**src/rtl/shapool_result_ctrl.sv**
```systemverilog
// Job sequencer between the hasher pool and the external IO block: holds the pool
// in reset while idle, releases it after a settle delay, and latches the first win or exhaustion.
module shapool_result_ctrl #(
  parameter int                     RESET_HOLD  = 4,
  parameter int                     COUNT_WIDTH = 40,
  parameter logic [COUNT_WIDTH-1:0] MAX_CYCLES  = 40'hFF_FFFF_FFFF
) (
  input  logic                   clk,
  input  logic                   reset,
  input  logic                   job_start,
  input  logic                   result_ack,
  input  logic                   success,
  input  logic [31:0]            nonce,
  input  logic [7:0]             match_flags,
  output logic                   core_reset_n,
  output logic                   ready,
  output logic                   found,
  output logic                   exhausted,
  output logic [39:0]            result,
  output logic [COUNT_WIDTH-1:0] run_count
);

  localparam int HOLD_W = (RESET_HOLD > 1) ? $clog2(RESET_HOLD) : 1;
  localparam logic [HOLD_W-1:0]      HOLD_LOAD = HOLD_W'(RESET_HOLD - 1);
  localparam logic [COUNT_WIDTH-1:0] LAST_RUN  = MAX_CYCLES - 1'b1;

  typedef enum logic [1:0] {IDLE, PRIME, RUN, DONE} state_t;

  state_t            state;
  logic [HOLD_W-1:0] hold;

  always_ff @(posedge clk) begin
    if (reset) begin
      state        <= IDLE;
      core_reset_n <= 1'b0;
      ready        <= 1'b0;
      found        <= 1'b0;
      exhausted    <= 1'b0;
      result       <= '0;
      run_count    <= '0;
      hold         <= '0;
    end else if (job_start) begin
      // A new job load restarts the sequence from any state.
      state        <= PRIME;
      core_reset_n <= 1'b0;
      ready        <= 1'b0;
      found        <= 1'b0;
      exhausted    <= 1'b0;
      result       <= '0;
      run_count    <= '0;
      hold         <= HOLD_LOAD;
    end else begin
      case (state)
        IDLE: begin
          core_reset_n <= 1'b0;
          ready        <= 1'b0;
        end
        PRIME: begin
          if (hold == '0) begin
            state        <= RUN;
            core_reset_n <= 1'b1;
          end else begin
            hold <= hold - 1'b1;
          end
        end
        RUN: begin
          // A win in the final watchdog cycle still counts as a win.
          if (success) begin
            state        <= DONE;
            result       <= {match_flags, nonce};
            found        <= 1'b1;
            ready        <= 1'b1;
            core_reset_n <= 1'b0;
          end else if (run_count == LAST_RUN) begin
            state        <= DONE;
            exhausted    <= 1'b1;
            ready        <= 1'b1;
            core_reset_n <= 1'b0;
          end else if (run_count != '1) begin
            run_count <= run_count + 1'b1;
          end
        end
        DONE: begin
          core_reset_n <= 1'b0;
          if (result_ack) begin
            state <= IDLE;
            ready <= 1'b0;
          end
        end
        default: state <= IDLE;
      endcase
    end
  end

endmodule

```
**config.mk**
```make
export PLATFORM = sky130hd
export DESIGN_NAME = shapool_result_ctrl
export DESIGN_NICKNAME = d
export VERILOG_FILES = /design/src/rtl/shapool_result_ctrl.sv
export SDC_FILE = /design/constraint.sdc
export NUM_CORES = 1
export LEC_CHECK = 0
export BUFFER_PORTS_ARGS = -buffer_cell sky130_fd_sc_hd__buf_2
export CAP_MARGIN = 20
export CORE_MARGIN = 10
export CORE_UTILIZATION = 51
export DETAILED_ROUTE_END_ITERATION = 8
export GPL_TIMING_DRIVEN = 1
export HOLD_SLACK_MARGIN = 0.1
export PLACE_DENSITY = 0.88
export SYNTH_ARGS = -nofsm -noshare
export SYNTH_HDL_FRONTEND = slang
export SYNTH_SLANG_ARGS = --single-unit
```
**constraint.sdc**
```tcl
create_clock -name clk -period 2.6 [get_ports clk]
set_input_delay 0.26 -clock clk [delete_from_list [all_inputs] [get_ports clk]]
set_output_delay 0.26 -clock clk [all_outputs]
set_load 0.02 [all_outputs]
```
; ---- Word level (Yosys, flattened, before mapping)
; Index checks and enable logic that the tools add are counted.
[classes]
add_sub_neg = 2
eq_ne = 12
mux = 17
bitwise = 2
reduce_logical = 16
[op_table]
columns = operator, count
row1 = $add A40 B1 Y40 const B, 1
row2 = $eq A40 B40 Y1 const B, 1
row3 = $ne A40 B40 Y1 const B, 1
row4 = $mux W2, 7
row5 = $reduce_and A4 Y1, 3
row6 = $ne A3 B3 Y1 const B, 3
row7 = $mux W1, 7
row8 = $ne A2 B2 Y1 const B, 3
row9 = $pmux W1 S3, 2
row10 = $pmux W2 S3, 1
row11 = $reduce_and A2 Y1, 3
row12 = $reduce_and A3 Y1, 2
row13 = $reduce_bool A3 Y1, 2
row14 = $eq A2 B2 Y1 const B, 2
row15 = $logic_not A2 Y1, 2
row16 = $ne A4 B4 Y1 const B, 1
row17 = $reduce_bool A4 Y1, 1
row18 = $reduce_or A2 Y1, 2
row19 = $eq A2 B1 Y1 const B, 1
row20 = $not A1 Y1, 2
row21 = $reduce_bool A2 Y1, 1
row22 = $sub A2 B1 Y2 const B, 1
[word_totals]
regBits = 88
out_inout_bits = 84
word_cells = 58

; ---- Longest topological paths before layout
; Gate-level depths: netlist (run 1).
[logic_depth]
word_depth = 5
depth_mapped = 8

; ---- Worst setup path after synthesis (run 1)
; OpenSTA, ideal clock, no wires.
[synth_timing]
path_kind = flip-flop to flip-flop
from = register run_count[16]
to = register run_count[32]
t_arrival_ps = 2144
setup_slack_ps = 386
stages_incl_launch_ff = 6
path_buffers = 0
path_cell_list = dfxtp_1 -> nand4_2 -> or3_4 -> or4b_4 -> or4_1 -> a21oi_1
[synth_between]
elab_chain_cells = 3
elab_cells_between_ends = 5
[synth_lines]
columns = item, line_no
row1 = start: declaration, 20  ; output logic [COUNT_WIDTH-1:0] run_count
row2 = start signal: assignment, 80  ; run_count <= run_count + 1'b1;
row3 = branches (longest 3 deep; another with $add A40 B1 Y40), --
; Several ways; the timed one is not identified.
; A chain may end at the register's enable or synchronous reset.

; ---- Worst setup path after layout (run 1)
[layout_timing]
from = register run_count[17]
to = register run_count[3]
[layout_between]
elab_chain_cells = 3
elab_cells_between_ends = 4
[layout_lines]
columns = item, line_no
row1 = $eq A40 B40 Y1, 74  ; end else if (run_count == LAST_RUN) begin
row2 = $not A1 Y1 (no source line), --
row3 = $reduce_and A4 Y1 (no source line) *, --
; Mark *: on every way between the ends. The rest lies on a longest branch, timed or not.

==> impl_metrics.ini, run 1 <==
[logic_synthesis]
synth_area_sq_um = 3930
ys_seq_elements = 88
synth_top_cell_by_area = dfxtp_1
synth_common_cells = nand2_1 (102), dfxtp_1 (88), a21oi_1 (79)
synth-edff-count = 0
synth_ff_type = dfxtp_1
synthCells = 491
synth_top_area_share_pct = 44.8
yosysWarnings = 0
avgSynthCellArea_sq_um = 8.01
synth_area_leaders = dfxtp_1 (45%), a21oi_1 (10%), nand2_1 (9.7%), or3_1 (4.1%), o21ai_0 (3.4%)
synth_cell_types = 41
syn_nets = 544
yosysSeqAreaShare_pct = 44.8
async_reset_ff_share_pct = 0
synthMostInstantiatedCell = nand2_1

[floorplan]
core_sq_um = 7370
initial_core_util_pct = 53.4
io_pins = 129
rows = 31
die-height_um = 108
die_x_um = 108
die-area_sq_um = 11600

[global_routing]
grt_use_met3_pct = 6.11
gr-usage-all-layers_pct = 18.3
busiest_layer = met2
met2_usage_pct = 31.0
overflow = 0
antenna_found_initial = 0
grt_util_met1_pct = 20.8
grt_pass1_wl_mm = 17.7
grt_max_degree = 49
grt_pass1_vias = 3792

[power_and_ir_drop]
switching_power_w = 0.000592
power.density_nw_per_um2 = 510
internal_power_w = 0.00189
p_leak_nw = 1.94
clkPwrFrac_pct = 39.8
combPwrFrac_pct = 5.3
sw_frac_of_total_pct = 23.8
peakVddDrop_uv = 271
pwr-share-seq_pct = 54.9

[final_layout]
num_antenna_cells = 0
multi_input_area_sq_um = 2040
final.fill_count = 671
register_area_sq_um = 1760
areaGrowthSynthToFinish_pct = 23.8
post-route-util_pct = 66.1
final_nets = 665
drive_gt1_share_pct = 26.3

[cts]
clkTransAtPathRegs_ns = 0.08
cts_tree = yes
cts_max_path_buffers = 2
clk_latency_ns = 0.36
cts_resized = 0
h-tree-depth = 3
hold_buffers = 0
cts.sinks = 88
cts_made_buffers = 9
cts_setup_buffers = 0
cts_root_buffer = clkbuf_8

[sta]
fin_skew_ns = 0.0111
setup_viol = 0
rsz0062_at_grt = no
slew_violations = 0
slew_headroom_pct = 38.4
tightest_slew_ns = 0.924
hold_viol = 0
max_freq_ghz = 0.439
min_period_ns = 2.28
finalCritPeriodShare_pct = 87.6
timing.hold.ws_ns = 0.111
final.setup.tns_ns = 0

[hold_path]
hp-class = in2reg

[placed_design]
port_buffers = 128
dp_hpwl_mm = 8.36
place_congestion = 0.915

[routing]
drtPass1Iterations = 4
drc = 0
drt_iter0_drc = 173
routed_wl_mm = 11.1
vias = 3998
wl_per_cell_um = 15.5
post_drt_via_cell_ratio = 5.58
ant_nets = 0

[status]
outcome = complete, no violations

[job]
drv_cap = 0

[setup_path]
end_kind = flip-flop
crit_path_max_fanout = 18
worstSetupPathType = reg2reg
cp-start-kind = flip-flop
required_ns = 2.79
critical_path_arrival_ns = 2.47
[routing by layer]
| layer | vias up | part of all wire (%) | routed length [um] |
|---|---|---|---|
| li1 | 2011 | - | - |
| met2 | 116 | 50 | 5520 |
| met5 | - | 0 | 0 |
| met1 | 1856 | 39 | 4370 |
| met3 | 15 | 8.9 | 991 |
| met4 | 0 | 1.8 | 197 |
[per-stage QoR]
stage,power (W),instance area (sq um),worst slack (ns),instances
after global routing,0.00258,4870,0.0872,716
final,0.00249,4870,0.322,716
after CTS,0.00251,4870,0.281,716
after floorplan,0.00147,3930,0.386,491
after detailed placement,0.00153,4660,0.304,700
after global placement,0.00152,4660,0.380,700
[cell families after synthesis]
kind of cell	after synthesis	share of synthesized area (%)
AND/OR/NAND/NOR	230	30.5
XOR/XNOR	4	0.891
buffers and inverters	34	3.31
multiplexers	2	0.541
AO/OA/AOI/OAI	125	17.4
flip-flops	88	44.8
adder cells (fa/ha/maj)	8	2.54
[power by group through the flow]
stage	logic [W]	registers, W	clock network, W
floorplan	0.0000688	0.00140	0
global placement	0.000126	0.00139	0
detailed placement	0.000131	0.00140	0
CTS	0.000131	0.00136	0.00101
global route	0.000147	0.00137	0.00106
finish	0.000131	0.00136	0.000990
[cell type report]
type                       instances  area share [%]
clock inverter                     6            1.49
timing repair buffer             136            14.4
multi-input combinational        369            42.0
clock buffer                      10            2.83
tap                               99            2.54
inverter                           8           0.617
sequential                        88            36.2
[sequential cells by signal (all words and copies together) (netlist names)]
name,count
result,40
run_count,40
hold,2
state,2
core_reset_n,1
exhausted,1
found,1
ready,1
[final timing paths]
path            startpoint      endpoint  slack, ns  cells after the start
max          run_count[17]  run_count[3]       0.32                      6
min                  reset       hold[1]       0.11                      2
max reg2reg  run_count[17]  run_count[3]       0.32                      6
min reg2reg      result[6]     result[6]       0.46                      2
[layout by cell type, fill, tap and decap left out, drive strengths merged, types with 10 or more instances in the layout]
cell	n
or4	14
nor2	14
inv	11
dfxtp	88
clkbuf	10
buf	136
nand4	16
nand3	19
nand2	102
o21ai	27
or3	27
a21oi	79
[worst max-delay path: stages, from the launching register on]
cell	delay, ns
dfxtp_1	0.43
nand4_2	0.21
nor4_1	0.61
and4b_1	0.43
buf_4	0.25
or3_1	0.13
a21oi_1	0.07
No activity file was read; power rests on OpenSTA's default activity.
==> inputs of run 2 (changes only) <==
Settings changed: CORE_UTILIZATION 51 to 40, PLACE_DENSITY 0.88 to 0.74.
Clock period 2.6 ns to 2.64 ns, I/O delays scaled along.
==> run 2 against run 1 <==
Core utilization fell by 15 points. Hold slack got worse by 0.0065 ns. Largest power group unchanged. Register-to-register slack got worse by 0.097 ns. Routed wire length rose by 5.7%. Worst setup slack got worse by 0.097 ns. Highest routed layer unchanged. Total power fell by 0.15%. First-iteration DRC count rose by 78%. Clock skew rose by 0.0012 ns. Die area rose by 22%. Combinational power barely moved.
==> impl_metrics.ini, run 2 (synthesis gave the netlist of run 1 again) <==
[placed_design]
place_inst = 736
port_buffers = 128
place_congestion = 0.853
dp_hpwl_mm = 8.72

[status]
outcome = complete, no violations

[routing]
ant_nets = 0
wl_per_cell_um = 15.6
routed_wl_mm = 11.7
post_drt_via_cell_ratio = 5.40
vias = 4063
drt_iter0_drc = 308
drc = 0
drtPass1Iterations = 6

[sta]
max_freq_ghz = 0.414
fin_skew_ns = 0.0123
hold_viol = 0
final.setup.tns_ns = 0
tightest_slew_ns = 0.695
setup_viol = 0
slew_headroom_pct = 53.7
slew_violations = 0
finalCritPeriodShare_pct = 91.5
rsz0062_at_grt = no
min_period_ns = 2.41

[setup_path]
path_buf_inv = 1
crit_path_max_incr_delay_ns = 0.54
r2r-end = run_count[36]
path_delay_family = simple AND/OR/NAND/NOR gates
reg2reg_slack_ns = 0.23
worstSetupPathType = reg2reg
cp-start-kind = flip-flop
crit_path_max_fanout = 8
rr_startpoint = state[0]
slowest_stage = or4b_4
end_kind = flip-flop
ff2ff_path_depth = 7
critical_path_arrival_ns = 2.71
required_ns = 2.94
crit_chain = inv_1 -> ha_1 -> nand3b_1 -> nor2_1 -> or4b_4 -> or4_1 -> a21oi_1

[cts]
cts_resized = 0
hold_buffers = 0
cts.sinks = 88
clkTransAtPathRegs_ns = 0.10
clk_latency_ns = 0.37
cts_tree = yes
cts_max_path_buffers = 2
cts_root_buffer = clkbuf_8
cts_setup_buffers = 0
cts_made_buffers = 9
h-tree-depth = 3

[final_layout]
final_common_cell = buf_2
reg_top3 = result (40), run_count (40)
post-route-util_pct = 51.0
num_antenna_cells = 0
register_area_sq_um = 1760
areaGrowthSynthToFinish_pct = 25.5
drive_gt1_share_pct = 26.3
final_cells = 752
final_nets = 667
final.fill_count = 957
final_cell_mix = buf_2 (128), nand2_1 (102), dfxtp_1 (88), a21oi_1 (79), o21ai_0 (27)
multi_input_area_sq_um = 2040

[global_routing]
gr-usage-all-layers_pct = 15.4
grt_max_degree = 51
overflow = 0
grt_pass1_wl_mm = 18.5
antenna_found_initial = 0
grt_pass1_vias = 3803

[hold_path]
min-delay-start = reset
hp-class = in2reg
hold_path_end = hold[0]
whs_path_depth = 2

[floorplan]
initial_core_util_pct = 40.6
io_pins = 129
die-area_sq_um = 14200
rows = 36
die-height_um = 119
die_x_um = 119
core_sq_um = 9680

[power_and_ir_drop]
p_leak_nw = 1.96
peakVddDrop_uv = 227
power.density_nw_per_um2 = 503

[job]
drv_cap = 0
## run 2: changes by cell type in the layout (fill, tap and decap cells not counted), sizes merged
cell / previous run / this run
buf: 136 / 138
clkbuf: 10 / 9
clkinv: 1 / 0
inv: 11 / 13
## run 2: how the worst max path moves through the flow
| stage | start | endpoint | cells after the start |
|---|---|---|---|
| after global placement | state[0] | run_count[36] | 7 |
| after detailed placement | state[0] | run_count[32] | 7 |
| after global routing | state[0] | run_count[36] | 7 |
| after CTS | state[0] | run_count[36] | 7 |
| after floorplan | run_count[16] | run_count[32] | 5 |
| final | state[0] | run_count[36] | 7 |
## run 2: per-stage QoR
step	hold WS (ns)	power [W]	worst slack (ns)	cell area [sq um]
6_report	0.105	0.00248	0.225	4940
5_1_grt	0.109	0.00257	0.0320	4940
4_1_cts	0.103	0.00250	0.260	4940
3_5_place_dp	0.434	0.00151	0.293	4730
3_3_place_gp	0.431	0.00150	0.373	4730
2_1_floorplan	0.333	0.00145	0.426	3930
## run 2: area by class of cell
cell class | count | share of cell area (%)
clock buffers | 9 | 2.51
clock inverters | 7 | 1.75
inverters | 8 | 0.608
multi-input cells | 369 | 41.3
flip-flops and latches | 88 | 35.7
well taps | 133 | 3.37
repair buffers | 138 | 14.7
## run 2: power breakdown
part	total, W	switching (W)	internal (W)
registers	0.00134	0.00000722	0.00134
logic	0.000133	0.0000779	0.0000553
clock network	0.00100	0.000544	0.000461
total	0.00248	0.000629	0.00185
## run 2: per-layer routing
| layer | up-vias | track usage [%] | routed length [um] | share of wire (%) |
|---|---|---|---|---|
| li1 | 2020 | - | - | - |
| met1 | 1883 | 17.9 | 5000 | 43 |
| met2 | 139 | 26.5 | 5750 | 49 |
| met3 | 21 | 3.87 | 719 | 6.1 |
| met4 | 0 | 6.18 | 246 | 2.1 |
| met5 | - | 0 | 0 | 0 |
